==> config.mk <==
export PLATFORM = sky130hd
export DESIGN_NAME = press_debounce
export DESIGN_NICKNAME = d
export VERILOG_FILES = /design/src/rtl/press_pkg.sv /design/src/rtl/sync_2ff.sv /design/src/rtl/press_debounce.sv
export SDC_FILE = /design/constraint.sdc
export NUM_CORES = 1
export LEC_CHECK = 0
export BUFFER_PORTS_ARGS = -buffer_cell sky130_fd_sc_hd__buf_2
export CORE_AREA = 2 2 41 43
export CTS_CLUSTER_SIZE = 20
export DETAILED_ROUTE_END_ITERATION = 16
export DIE_AREA = 0 0 43 45
export PLACE_DENSITY = 0.68
export SYNTH_ARGS = -nofsm -noshare
export SYNTH_HDL_FRONTEND = slang
export SYNTH_SLANG_ARGS = --single-unit
==> constraint.sdc <==
create_clock -name clk -period 3.7 [get_ports clk]
set_input_delay 0.925 -clock clk [delete_from_list [all_inputs] [get_ports clk]]
set_output_delay 0.925 -clock clk [all_outputs]
set_load 0.05 [all_outputs]
==> src/rtl/press_pkg.sv <==
// rtl/press_pkg.sv - shared state type and default constants for the press debouncer
package press_pkg;

    typedef enum logic [1:0] {
        PD_IDLE,
        PD_CHECK_DN,
        PD_PRESSED,
        PD_CHECK_UP
    } pd_state_t;

    localparam int PD_DEBOUNCE_CYCLES = 16;
    localparam int PD_LONG_CYCLES     = 64;
    localparam int PD_CNT_W           = 8;

endpackage

==> src/rtl/sync_2ff.sv <==
// rtl/sync_2ff.sv - two-flop synchroniser for a single asynchronous input bit
module sync_2ff (
    input  logic clk,
    input  logic rst,
    input  logic i_d,
    output logic o_q
);

    logic r_sync1;
    logic r_sync2;

    always_ff @(posedge clk) begin
        if (rst) begin
            r_sync1 <= 1'b0;
            r_sync2 <= 1'b0;
        end else begin
            r_sync1 <= i_d;
            r_sync2 <= r_sync1;
        end
    end

    assign o_q = r_sync2;

endmodule

==> src/rtl/press_debounce.sv <==
// rtl/press_debounce.sv - synchronise and debounce a push button into a clean level and edge pulses
// Long-press detection is compiled in only when LONG_PRESS_EN is defined.
module press_debounce
    import press_pkg::*;
#(
    parameter int DEBOUNCE_CYCLES = PD_DEBOUNCE_CYCLES,
    parameter int LONG_CYCLES     = PD_LONG_CYCLES,
    parameter int CNT_W           = PD_CNT_W
) (
    input  logic clk,
    input  logic rst,
    input  logic press_raw,
    output logic press_clean,
    output logic press_rise,
    output logic press_fall,
    output logic long_press,
    output logic held
);

    localparam logic [CNT_W-1:0] DB_MAX = CNT_W'(DEBOUNCE_CYCLES - 1);

    logic             w_sync;
    pd_state_t        r_state;
    pd_state_t        w_state_nxt;
    logic [CNT_W-1:0] r_db_cnt;
    logic [CNT_W-1:0] w_db_cnt_nxt;
    logic             r_clean;
    logic             w_clean_nxt;
    logic             r_rise;
    logic             w_rise_nxt;
    logic             r_fall;
    logic             w_fall_nxt;
    logic             w_hold_run;

    sync_2ff u_sync (
        .clk (clk),
        .rst (rst),
        .i_d (press_raw),
        .o_q (w_sync)
    );

    always_ff @(posedge clk) begin
        if (rst) begin
            r_state  <= PD_IDLE;
            r_db_cnt <= '0;
            r_clean  <= 1'b0;
            r_rise   <= 1'b0;
            r_fall   <= 1'b0;
        end else begin
            r_state  <= w_state_nxt;
            r_db_cnt <= w_db_cnt_nxt;
            r_clean  <= w_clean_nxt;
            r_rise   <= w_rise_nxt;
            r_fall   <= w_fall_nxt;
        end
    end

    // db_cnt is zeroed on every state change so each check window starts fresh
    always_comb begin
        w_state_nxt  = r_state;
        w_db_cnt_nxt = r_db_cnt;
        w_clean_nxt  = r_clean;
        w_rise_nxt   = 1'b0;
        w_fall_nxt   = 1'b0;
        case (r_state)
            PD_IDLE: begin
                if (w_sync) begin
                    w_state_nxt  = PD_CHECK_DN;
                    w_db_cnt_nxt = '0;
                end
            end
            PD_CHECK_DN: begin
                if (!w_sync) begin
                    w_state_nxt  = PD_IDLE;
                    w_db_cnt_nxt = '0;
                end else if (r_db_cnt == DB_MAX) begin
                    w_state_nxt  = PD_PRESSED;
                    w_db_cnt_nxt = '0;
                    w_clean_nxt  = 1'b1;
                    w_rise_nxt   = 1'b1;
                end else begin
                    w_db_cnt_nxt = r_db_cnt + 1'b1;
                end
            end
            PD_PRESSED: begin
                if (!w_sync) begin
                    w_state_nxt  = PD_CHECK_UP;
                    w_db_cnt_nxt = '0;
                end
            end
            PD_CHECK_UP: begin
                if (w_sync) begin
                    w_state_nxt  = PD_PRESSED;
                    w_db_cnt_nxt = '0;
                end else if (r_db_cnt == DB_MAX) begin
                    w_state_nxt  = PD_IDLE;
                    w_db_cnt_nxt = '0;
                    w_clean_nxt  = 1'b0;
                    w_fall_nxt   = 1'b1;
                end else begin
                    w_db_cnt_nxt = r_db_cnt + 1'b1;
                end
            end
            default: begin
                w_state_nxt  = PD_IDLE;
                w_db_cnt_nxt = '0;
            end
        endcase
    end

    assign w_hold_run = (r_state == PD_PRESSED) && w_sync;

`ifdef LONG_PRESS_EN
    localparam logic [CNT_W-1:0] LONG_MAX = CNT_W'(LONG_CYCLES - 1);

    logic [CNT_W-1:0] r_hold_cnt;
    logic             r_long;
    logic             r_held;

    // hold_cnt saturates; r_held doubles as the once-per-press flag
    always_ff @(posedge clk) begin
        if (rst) begin
            r_hold_cnt <= '0;
            r_long     <= 1'b0;
            r_held     <= 1'b0;
        end else begin
            r_long <= 1'b0;
            if (w_rise_nxt || w_fall_nxt) begin
                r_hold_cnt <= '0;
            end else if (w_hold_run) begin
                if (r_hold_cnt != LONG_MAX) begin
                    r_hold_cnt <= r_hold_cnt + 1'b1;
                end else if (!r_held) begin
                    r_long <= 1'b1;
                    r_held <= 1'b1;
                end
            end
            if (w_fall_nxt) begin
                r_held <= 1'b0;
            end
        end
    end

    assign long_press = r_long;
    assign held       = r_held;
`else
    logic w_unused;
    assign w_unused   = w_hold_run;
    assign long_press = 1'b0;
    assign held       = 1'b0;
`endif

    assign press_clean = r_clean;
    assign press_rise  = r_rise;
    assign press_fall  = r_fall;

endmodule

==> out/results.ini <==
[detailed_routing]
drt-initial-drc-count = 4
wl_per_cell_um = 12.3
drc = 0
drt-pass1-iter-count = 2
vias = 535
antenna_left = 0
avgViaCountPerCell = 5.63
wirelength_mm = 1.17

[sta]
setup_ws_ns = 1.86
rsz0062_at_grt = no
fmax_ghz = 0.543
post-route-period-util_pct = 49.8
skew_ns = 0.00859
period_needed_ns = 1.84
finalSetupViolCount = 0
fin_setup_tns_ns = 0
drv_slew = 0
hold_viol_final = 0

[yosys]
synth_largest_area_cell = dfxtp_1
yosysWarningCount = 0
avgSynthCellArea_um2 = 9.53
synth_cell_type_count = 34
async_reset_ff_share_pct = 0
yosysSeqAreaShare_pct = 42.0
synth_top_area_share_pct = 42.0
ys_seq_elements = 15
synth_edf_count = 0
syn_inst = 75
synthTopCellsByArea = dfxtp_1 42%, a31oi_1 4.4%, a2111oi_4 3.9%, xnor2_1 3.7%, a21oi_1 3.5%
synth_area_um2 = 714
ys.flop_type = dfxtp_1

[global_route]
gr-usage-met2_pct = 22.4
grt_pass1_vias = 502
top_usage_layer = met2
grt.total_usage_pct = 15.2
grt_pass1_wl_mm = 2.15
grt.met3_usage_pct = 2.40
gr-total-overflow = 0
use_met1_pct = 20.2
antenna_found_initial = 0
grt_max_degree = 14

[setup_path]
critPathMaxFanout = 9
cp-start-kind = flip-flop
cp-end-kind = flip-flop
critPathKind = flip-flop to flip-flop
cp.arrival_ns = 2.06
required_ns = 3.92

[pwr]
ir_drop_mv = 0.212
power_density_mw_per_mm2 = 374
cellLeakagePower_nw = 0.264

[die]
die_y_um = 45
start_util_pct = 48.6
dieArea_mm2 = 0.00194
die_x_um = 43
top_level_ports = 8
core_area_mm2 = 0.00147
core.rowCount = 14

[layout]
drive_above_1_share_pct = 13.9
diodes = 0
synthToLayoutAreaGrowth_pct = 5.60
final_common_cell = dfxtp_1
final_cell_mix = 15 x dfxtp_1, 5 x a21oi_1, 5 x a31oi_1, 5 x buf_2
fin_nets = 84
fill_cells = 160

[place]
place_congestion = 0.819
dp_hpwl_um = 840
io_buffer_count = 5
pre_cts_slack_ns = 1.72

[hold_path]
hp-class = flip-flop to flip-flop

[clock_network]
cts_setup_buffers = 0
post_cts_resized = 0
clk_latency_ns = 0.29
cts_buffers = 3
cts_tree = done
hold_buffers = 0
clk_pin_slew_ns = 0.09
cts_sinks = 15
cts_buffer_depth = 2
htree_num_levels = 1
clockRootBuffer = clkbuf_4

[run]
cap_violations = 0

[status]
status = finished, final reports clean

[stage by stage]
stage          cell area, µm²  total power [mW]  utilization [%]  hold WS (ns)  std cells
2_1_floorplan             718             0.188                -         0.414         76
3_3_place_gp              728             0.190             49.5         0.431         91
3_5_place_dp              728             0.190             49.5         0.445         91
4_1_cts                   754             0.286             51.3         0.470         95
5_1_grt                   754             0.293             51.3         0.486         95
6_report                  754             0.282             51.3         0.470         95
[worst max-delay path, stage by stage, from the launching register on]
cell and delay (ns):
dfxtp_1 0.36, ha_1 0.24, and3_1 0.30, a2111oi_4 0.57, a31oi_1 0.15, a31oi_1 0.15
[area by class of cell]
| class | instances | area [µm²] | area share (%) |
|---|---|---|---|
| Sequential cell | 15 | 300 | 39.8 |
| Timing Repair Buffer | 5 | 25.0 | 3.32 |
| Clock buffer | 4 | 26.3 | 3.48 |
| Multi-Input combinational cell | 54 | 379 | 50.2 |
| Inverter | 1 | 3.75 | 0.498 |
| Tap cell | 16 | 20.0 | 2.65 |
[cells in the mapped netlist (2+ instances only)]
| library cell | number |
|---|---|
| a31oi_1 | 5 |
| nand4_1 | 2 |
| nor3_1 | 3 |
| dfxtp_1 | 15 |
| a21oi_1 | 5 |
| nand2_1 | 4 |
| nor2_1 | 4 |
| xnor2_1 | 3 |
| a22o_1 | 2 |
| nand3_1 | 4 |
| nor2b_1 | 2 |
| clkbuf_1 | 2 |
| buf_4 | 3 |
[final timing paths]
check | from | slack, ns | cells past startpoint | end
min | u_sync.r_sync1$_SDFF_PP0_ | 0.47 | 1 | u_sync.o_q$_SDFF_PP0_
max reg2reg | r_db_cnt[0]$_SDFFE_PP0P_ | 1.86 | 5 | r_db_cnt[5]$_SDFFE_PP0P_
max | r_db_cnt[0]$_SDFFE_PP0P_ | 1.86 | 5 | r_db_cnt[5]$_SDFFE_PP0P_
min reg2reg | u_sync.r_sync1$_SDFF_PP0_ | 0.47 | 1 | u_sync.o_q$_SDFF_PP0_
[cell families after synthesis]
group | count (synthesis) | synth area share, %
other | 1 | 0.525
AOI/OAI and AO/OA | 18 | 19.3
DFF | 15 | 42.0
muxes | 1 | 1.40
adders and majority gates | 1 | 1.75
buffers and inverters | 7 | 5.43
and+or+nand+nor | 28 | 24.7
xor gates and xnor gates | 4 | 4.90
[sequential cells by signal, summed over array words and instances (netlist names), named ones only]
signal	flops
u_sync.r_sync1	1
u_sync.o_q	1
press_clean	1
r_db_cnt	8
press_fall	1
press_rise	1
r_state	1
[where the power goes]
part	switching, mW	internal [mW]	total [mW]
Combinational	0.0153	0.00504	0.0203
Clock	0.0538	0.0420	0.0958
Sequential	0.00235	0.164	0.166
Total	0.0714	0.211	0.282
[layer usage]
layer | wire [µm] | part of all wire (%)
met1 | 614 | 52
met4 | 31 | 2.6
met2 | 495 | 42
met5 | 0 | 0
met3 | 31 | 2.6
(Power assumes the default switching activity.)
